--- src/rtl/decoder_pkg.sv ---
// Shared constants, state encoding and code-range helper for the decoder feeder slice.
package decoder_pkg;

    localparam int unsigned BYTE_W = 8;

    localparam logic [BYTE_W-1:0] CODE_MIN = 8'd33;
    localparam logic [BYTE_W-1:0] CODE_MAX = 8'd48;

    typedef enum logic [1:0] {
        IDLE,
        SETUP,
        STROBE,
        HOLD
    } feeder_state_t;

    function automatic logic code_in_range(input logic [BYTE_W-1:0] code);
        return (code >= CODE_MIN) && (code <= CODE_MAX);
    endfunction

endpackage

--- src/rtl/decoder_feeder_if.sv ---
// Byte-stream handshake from the UART receiver into the decoder feeder.
interface decoder_feeder_if;
    import decoder_pkg::*;

    logic [BYTE_W-1:0] rx_data;
    logic              rx_valid;
    logic              rx_ready;

    modport master (output rx_data, output rx_valid, input rx_ready);
    modport slave  (input rx_data, input rx_valid, output rx_ready);

endinterface

--- src/rtl/decoder_feeder_fifo.sv ---
// Byte FIFO for the decoder feeder; power-of-two depth, extra pointer bit separates full from empty.
module feeder_fifo
    import decoder_pkg::*;
#(
    parameter int unsigned DEPTH = 4
) (
    input  logic              clk,
    input  logic              rst,
    input  logic              push,
    input  logic              pop,
    input  logic [BYTE_W-1:0] din,
    output logic [BYTE_W-1:0] dout,
    output logic              full,
    output logic              empty
);

    localparam int unsigned AW = $clog2(DEPTH);

    logic [BYTE_W-1:0] mem [DEPTH];
    logic [AW:0]       wr_ptr;
    logic [AW:0]       rd_ptr;

    assign empty = (wr_ptr == rd_ptr);
    assign full  = (wr_ptr[AW] != rd_ptr[AW]) && (wr_ptr[AW-1:0] == rd_ptr[AW-1:0]);
    assign dout  = mem[rd_ptr[AW-1:0]];

    always_ff @(posedge clk) begin
        if (push) begin
            mem[wr_ptr[AW-1:0]] <= din;
        end
    end

    always_ff @(posedge clk or posedge rst) begin
        if (rst) begin
            wr_ptr <= '0;
            rd_ptr <= '0;
        end else begin
            if (push) begin
                wr_ptr <= wr_ptr + 1'b1;
            end
            if (pop) begin
                rd_ptr <= rd_ptr + 1'b1;
            end
        end
    end

endmodule

--- src/rtl/decoder_feeder.sv ---
// Buffers received ASCII bytes and presents them to the decoder with a setup/strobe/hold sequence.
// Optional FEEDER_FILTER_EN: drop bytes outside CODE_MIN..CODE_MAX and count them.
module decoder_feeder
    import decoder_pkg::*;
#(
    parameter int unsigned FIFO_DEPTH   = 4,
    parameter int unsigned SETUP_CYCLES = 1
) (
    input  logic              clk,
    input  logic              rst,
    decoder_feeder_if.slave   rx,
    output logic [BYTE_W-1:0] ascii_code,
    output logic              new_data,
    output logic              busy,
    output logic [7:0]        drop_count
);

    localparam logic [3:0] SETUP_LAST = 4'(SETUP_CYCLES - 1);

    feeder_state_t     state;
    logic [3:0]        setup_cnt;
    logic              fifo_full;
    logic              fifo_empty;
    logic              fifo_push;
    logic              fifo_pop;
    logic              accept;
    logic [BYTE_W-1:0] fifo_dout;

    assign rx.rx_ready = !fifo_full;
    assign accept      = rx.rx_valid && !fifo_full;
    assign fifo_pop    = (state == IDLE) && !fifo_empty;
    assign busy        = !fifo_empty || (state != IDLE);

`ifdef FEEDER_FILTER_EN
    // Out-of-range bytes are still acknowledged so the receiver never stalls on them.
    assign fifo_push = accept && code_in_range(rx.rx_data);

    always_ff @(posedge clk or posedge rst) begin
        if (rst) begin
            drop_count <= '0;
        end else if (accept && !code_in_range(rx.rx_data) && (drop_count != '1)) begin
            drop_count <= drop_count + 1'b1;
        end
    end
`else
    assign fifo_push  = accept;
    assign drop_count = '0;
`endif

    feeder_fifo #(
        .DEPTH (FIFO_DEPTH)
    ) u_fifo (
        .clk   (clk),
        .rst   (rst),
        .push  (fifo_push),
        .pop   (fifo_pop),
        .din   (rx.rx_data),
        .dout  (fifo_dout),
        .full  (fifo_full),
        .empty (fifo_empty)
    );

    always_ff @(posedge clk or posedge rst) begin
        if (rst) begin
            state      <= IDLE;
            ascii_code <= '0;
            new_data   <= 1'b0;
            setup_cnt  <= '0;
        end else begin
            case (state)
                IDLE: begin
                    if (!fifo_empty) begin
                        ascii_code <= fifo_dout;
                        setup_cnt  <= '0;
                        state      <= SETUP;
                    end
                end
                SETUP: begin
                    if (setup_cnt == SETUP_LAST) begin
                        new_data <= 1'b1;
                        state    <= STROBE;
                    end else begin
                        setup_cnt <= setup_cnt + 1'b1;
                    end
                end
                STROBE: begin
                    new_data <= 1'b0;
                    state    <= HOLD;
                end
                HOLD: begin
                    state <= IDLE;
                end
                default: begin
                    state <= IDLE;
                end
            endcase
        end
    end

endmodule

--- src/flat_wrapper.sv ---
// flat-port wrapper written by rule: the top's interface ports become plain ports
module decoder_feeder_flat import decoder_pkg::*;
#(
    parameter int unsigned FIFO_DEPTH   = 4,
    parameter int unsigned SETUP_CYCLES = 1
)
  (clk, rst, ascii_code, new_data, busy, drop_count, rx_rx_data, rx_rx_valid, rx_rx_ready);
  decoder_feeder_if rx_i ();
  input  logic clk;
  input  logic rst;
  output logic [BYTE_W-1:0] ascii_code;
  output logic new_data;
  output logic busy;
  output logic [7:0] drop_count;
  input wire logic [$bits(rx_i.rx_data)-1:0] rx_rx_data;
  input wire logic [$bits(rx_i.rx_valid)-1:0] rx_rx_valid;
  output wire logic [$bits(rx_i.rx_ready)-1:0] rx_rx_ready;
  assign rx_i.rx_data = rx_rx_data;
  assign rx_i.rx_valid = rx_rx_valid;
  assign rx_rx_ready = rx_i.rx_ready;
  decoder_feeder #(.FIFO_DEPTH(FIFO_DEPTH), .SETUP_CYCLES(SETUP_CYCLES)) u_core (.clk(clk), .rst(rst), .rx(rx_i), .ascii_code(ascii_code), .new_data(new_data), .busy(busy), .drop_count(drop_count));
endmodule
--- config.mk ---
export PLATFORM = sky130hd
export DESIGN_NAME = decoder_feeder_flat
export DESIGN_NICKNAME = d
export VERILOG_FILES = /design/src/rtl/decoder_pkg.sv /design/src/rtl/decoder_feeder_if.sv /design/src/rtl/decoder_feeder_fifo.sv /design/src/rtl/decoder_feeder.sv /design/src/flat_wrapper.sv
export SDC_FILE = /design/constraint.sdc
export NUM_CORES = 1
export LEC_CHECK = 0
export ABC_AREA = 1
export CORE_MARGIN = 2
export CORE_UTILIZATION = 50
export DETAILED_ROUTE_END_ITERATION = 12
export HOLD_SLACK_MARGIN = 0.06
export PLACE_DENSITY_LB_ADDON = 0.05
export REMOVE_ABC_BUFFERS = 1
export SETUP_SLACK_MARGIN = 0.5
export SLEW_MARGIN = 20
export SYNTH_ARGS = -nofsm -noshare
export SYNTH_HDL_FRONTEND = slang
export SYNTH_SLANG_ARGS = --single-unit
--- constraint.sdc ---
create_clock -name clk -period 1.75 [get_ports clk]
set_clock_uncertainty 0.1 [all_clocks]
set_input_delay 0.525 -clock clk [delete_from_list [all_inputs] [get_ports clk]]
set_output_delay 0.525 -clock clk [all_outputs]
set_load 0.05 [all_outputs]
==> results of run 1 <==
[layout make-up]
cell class,instances,area (sq um)
fill,368,1430
clock inverter,3,28.8
inverter,22,87.6
sequential,53,1490
clock buffer,5,68.8
tap,67,83.8
timing repair buffer,59,639
multi-input combinational,153,931
[power by group through the flow]
stage          combinational (W)  clock [W]  sequential [W]
2_1_floorplan            0.00151          0         0.00233
3_3_place_gp             0.00299          0         0.00202
3_5_place_dp             0.00302          0         0.00203
4_1_cts                  0.00340   0.000764         0.00199
5_1_grt                  0.00402   0.000816         0.00201
6_report                 0.00371   0.000748         0.00198
[flip-flops by register name (all words and copies together) (netlist names)]
| signal | flops |
|---|---|
| u_core.setup_cnt | 4 |
| u_core.u_fifo.mem | 32 |
| u_core.ascii_code | 8 |
| u_core.state | 2 |
| u_core.new_data | 1 |
| u_core.u_fifo.wr_ptr | 3 |
| u_core.u_fifo.rd_ptr | 3 |
[metal layers]
layer | up-vias | global-route usage (%) | routed length, um
met5 | - | 0 | 0
met4 | 0 | 5.36 | 63
met3 | 7 | 4.15 | 238
met2 | 56 | 29.6 | 2390
met1 | 822 | 31.2 | 2480
li1 | 881 | - | -
[worst reg2reg max path: cells and delay by family, from the launching register on]
kind                   cells  cell delay, ns
XOR/XNOR                   1            0.26
buffers and inverters      4            0.50
flip-flops                 1            0.45
AND/OR/NAND/NOR            3            0.27
[logic make-up (layout without fill, tap and decap cells)]
group	count (synthesis)	in the layout
AO/OA/AOI/OAI	28	28
XOR/XNOR	3	3
adder cells (fa/ha/maj)	10	10
buffers and inverters	35	89
flip-flops	53	53
other	1	8
AND/OR/NAND/NOR	104	104
[metrics by stage]
stage	TNS (ns)	hold WS, ns
final	-1.61	0.394
after global routing	-3.64	0.445
after CTS	-3.48	0.392
after detailed placement	-1.89	0.369
after global placement	-1.27	0.355
after floorplan	-12.18	0.342
[what timing repair did]
item / in CTS / in global routing
pin swaps: 6 / 5
resized for setup: 16 / 15
setup endpoints to repair: 64 / 64
buffers inserted: 12 / 10
hold buffers: 0 / 0
[synth_stat cells, types with 2 or more instances]
cell type,instances,area [sq um]
nand2_4,2,22.5
ha_1,10,125
nor2_1,23,86.3
nand4_4,2,42.5
or2_2,2,12.5
edfxtp_1,32,961
buf_2,2,10.0
nand2_1,53,199
o21ai_0,18,90.1
o22ai_1,8,50.1
dfrtp_1,21,526
buf_6,2,22.5
nand2_2,9,56.3
buf_4,8,60.1
nand3_1,11,55.1
inv_1,20,75.1
[path summary, 6_finish.rpt]
check	endpoint	slack, ns	depth (start not counted)
setup reg to reg	u_core.u_fifo.mem[0][2]	-0.05	8
max in group asynchronous	u_core.u_fifo.rd_ptr[1]	0.86	3
hold / removal	u_core.setup_cnt[3]	0.39	2
hold reg to reg	u_core.setup_cnt[3]	0.39	2
min in group asynchronous	u_core.setup_cnt[0]	0.44	3
setup / recovery	rx_rx_ready	-0.21	3
==> impl_metrics.yaml, run 1 <==
outcome:
  status: "finished, violations left"
  violations: "setup timing"
clock_tree:
  clock-sinks: 53
  htreeDepth: 2
  clock_latency_ns: 0.31
  cts_root_buffer: "clkbuf_8"
  cts_buffers: 5
  cts_buffer_depth: 2
  cts.clk_slew.worst_paths_ns: 0.11
  cts_tree: "done"
finish:
  fin_area_sq_um: 3330
  final_util_pct: 70.0
  layout-drive-gt1-share_pct: 30.2
  finalNetCount: 315
  final_common_cell: "nand2_1"
  final_cell_mix: "nand2_1 (51), edfxtp_1 (32), buf_4 (29)"
  area_delta_synth_final_pct: 33.4
  fin_cells: 362
  insertedDiodeCount: 0
floorplanning:
  die_h_um: 74.6
  core_area_sq_um: 4750
  die_w_um: 74.6
  rows: 25
  io_pins: 30
  start_util_pct: 52.4
  dieArea_sq_um: 5570
place:
  place_area_sq_um: 2950
  pre_cts_slack_ns: -0.0751
  io_buffers: 21
  place.gp.congestion: 0.931
  dp_hpwl_um: 3620
  dp_cells: 332
yosys:
  synth-edff-count: 32
  seq_area_frac_synth_pct: 59.6
  syn_inst: 234
  synth.distinct_cells: 27
  syn_area_sq_um: 2490
  synth_xor_area_share_pct: 1.81
  yosys_warnings: 0
  synth_compound_area_share_pct: 6.12
  synth_top_family_by_area: "simple AND/OR/NAND/NOR gates"
  ys.flop_type: "edfxtp_1"
  synthAdderAreaFrac_pct: 5.02
  synth-seq-cells: 53
  avgSynthCellArea_sq_um: 10.7
  synthArstFlopShare_pct: 39.6
  synthMuxAreaShare_pct: 0
  synth-simple-area-share_pct: 20.0
setup_path:
  cp.required_ns: 1.12
  worstSetupStartpointType: "flop"
  timing.rr.start: "u_core.u_fifo.rd_ptr[1]"
  cp-end-kind: "output port"
  critPathTopFamily: "flip-flops"
  cpMaxStageDelayCell: "dfrtp_2"
  path_buf_inv: 1
  crit_start: "u_core.u_fifo.rd_ptr[1]"
  cp_slowest_stage_delay_ns: 0.45
  path_cells: "xnor2_4 > nand4_4 > buf_12"
  cp_max_fo: 3
  crit_type: "flop to output port"
  cp.arrival_ns: 1.34
power:
  internal_power_w: 0.00371
  comb_power_share_pct: 57.6
  power_density_nw_per_um2: 1930
  p_sw_w: 0.00273
  power.share.sequential_pct: 30.8
  swShare_pct: 42.4
  p_total_w: 0.00643
  p_leak_nw: 1.47
  ir_drop_mv: 1.21
  clkPwrFrac_pct: 11.6
drt:
  drtIter0Drc: 90
  wire_per_inst_um: 14.3
  route.detailed.drc: 0
  wl_um: 5180
  dr_total_vias: 1766
  ant_nets: 0
  viasPerCell: 4.88
  detail_route.first_pass.iterations: 5
run:
  maxCapViolations: 0
sta:
  fin_crit_ns: 1.96
  fin_ws_ns: -0.211
  setup_violations: 34
  fmax_mhz: 510
  fin_crit_sh_pct: 112
  rsz0062_at_grt: "yes"
  hold_viol_final: 0
  slew_viol_final: 0
global_routing:
  grt-ovfl-total: 0
  gr-usage-all-layers_pct: 20.3
  grt_pass1_wl_um: 8140
  antenna_found_initial: 0
  grt_max_degree: 22
  grt_pass1_vias: 1592
min_path:
  hold_class: "flop to flop"
  min_from: "u_core.setup_cnt[3]"
(Power assumes the default switching activity.)
==> run 2, diff against run 1 <==
--- a/config.mk
+++ b/config.mk
@@ -8,6 +8,7 @@
 export ABC_AREA = 1
 export CORE_MARGIN = 2
 export CORE_UTILIZATION = 50
+export CTS_CLUSTER_SIZE = 14
 export DETAILED_ROUTE_END_ITERATION = 12
 export HOLD_SLACK_MARGIN = 0.06
 export PLACE_DENSITY_LB_ADDON = 0.05
==> results of run 2 <==
No change in the layout: final DEF, timing and power equal those of run 1.
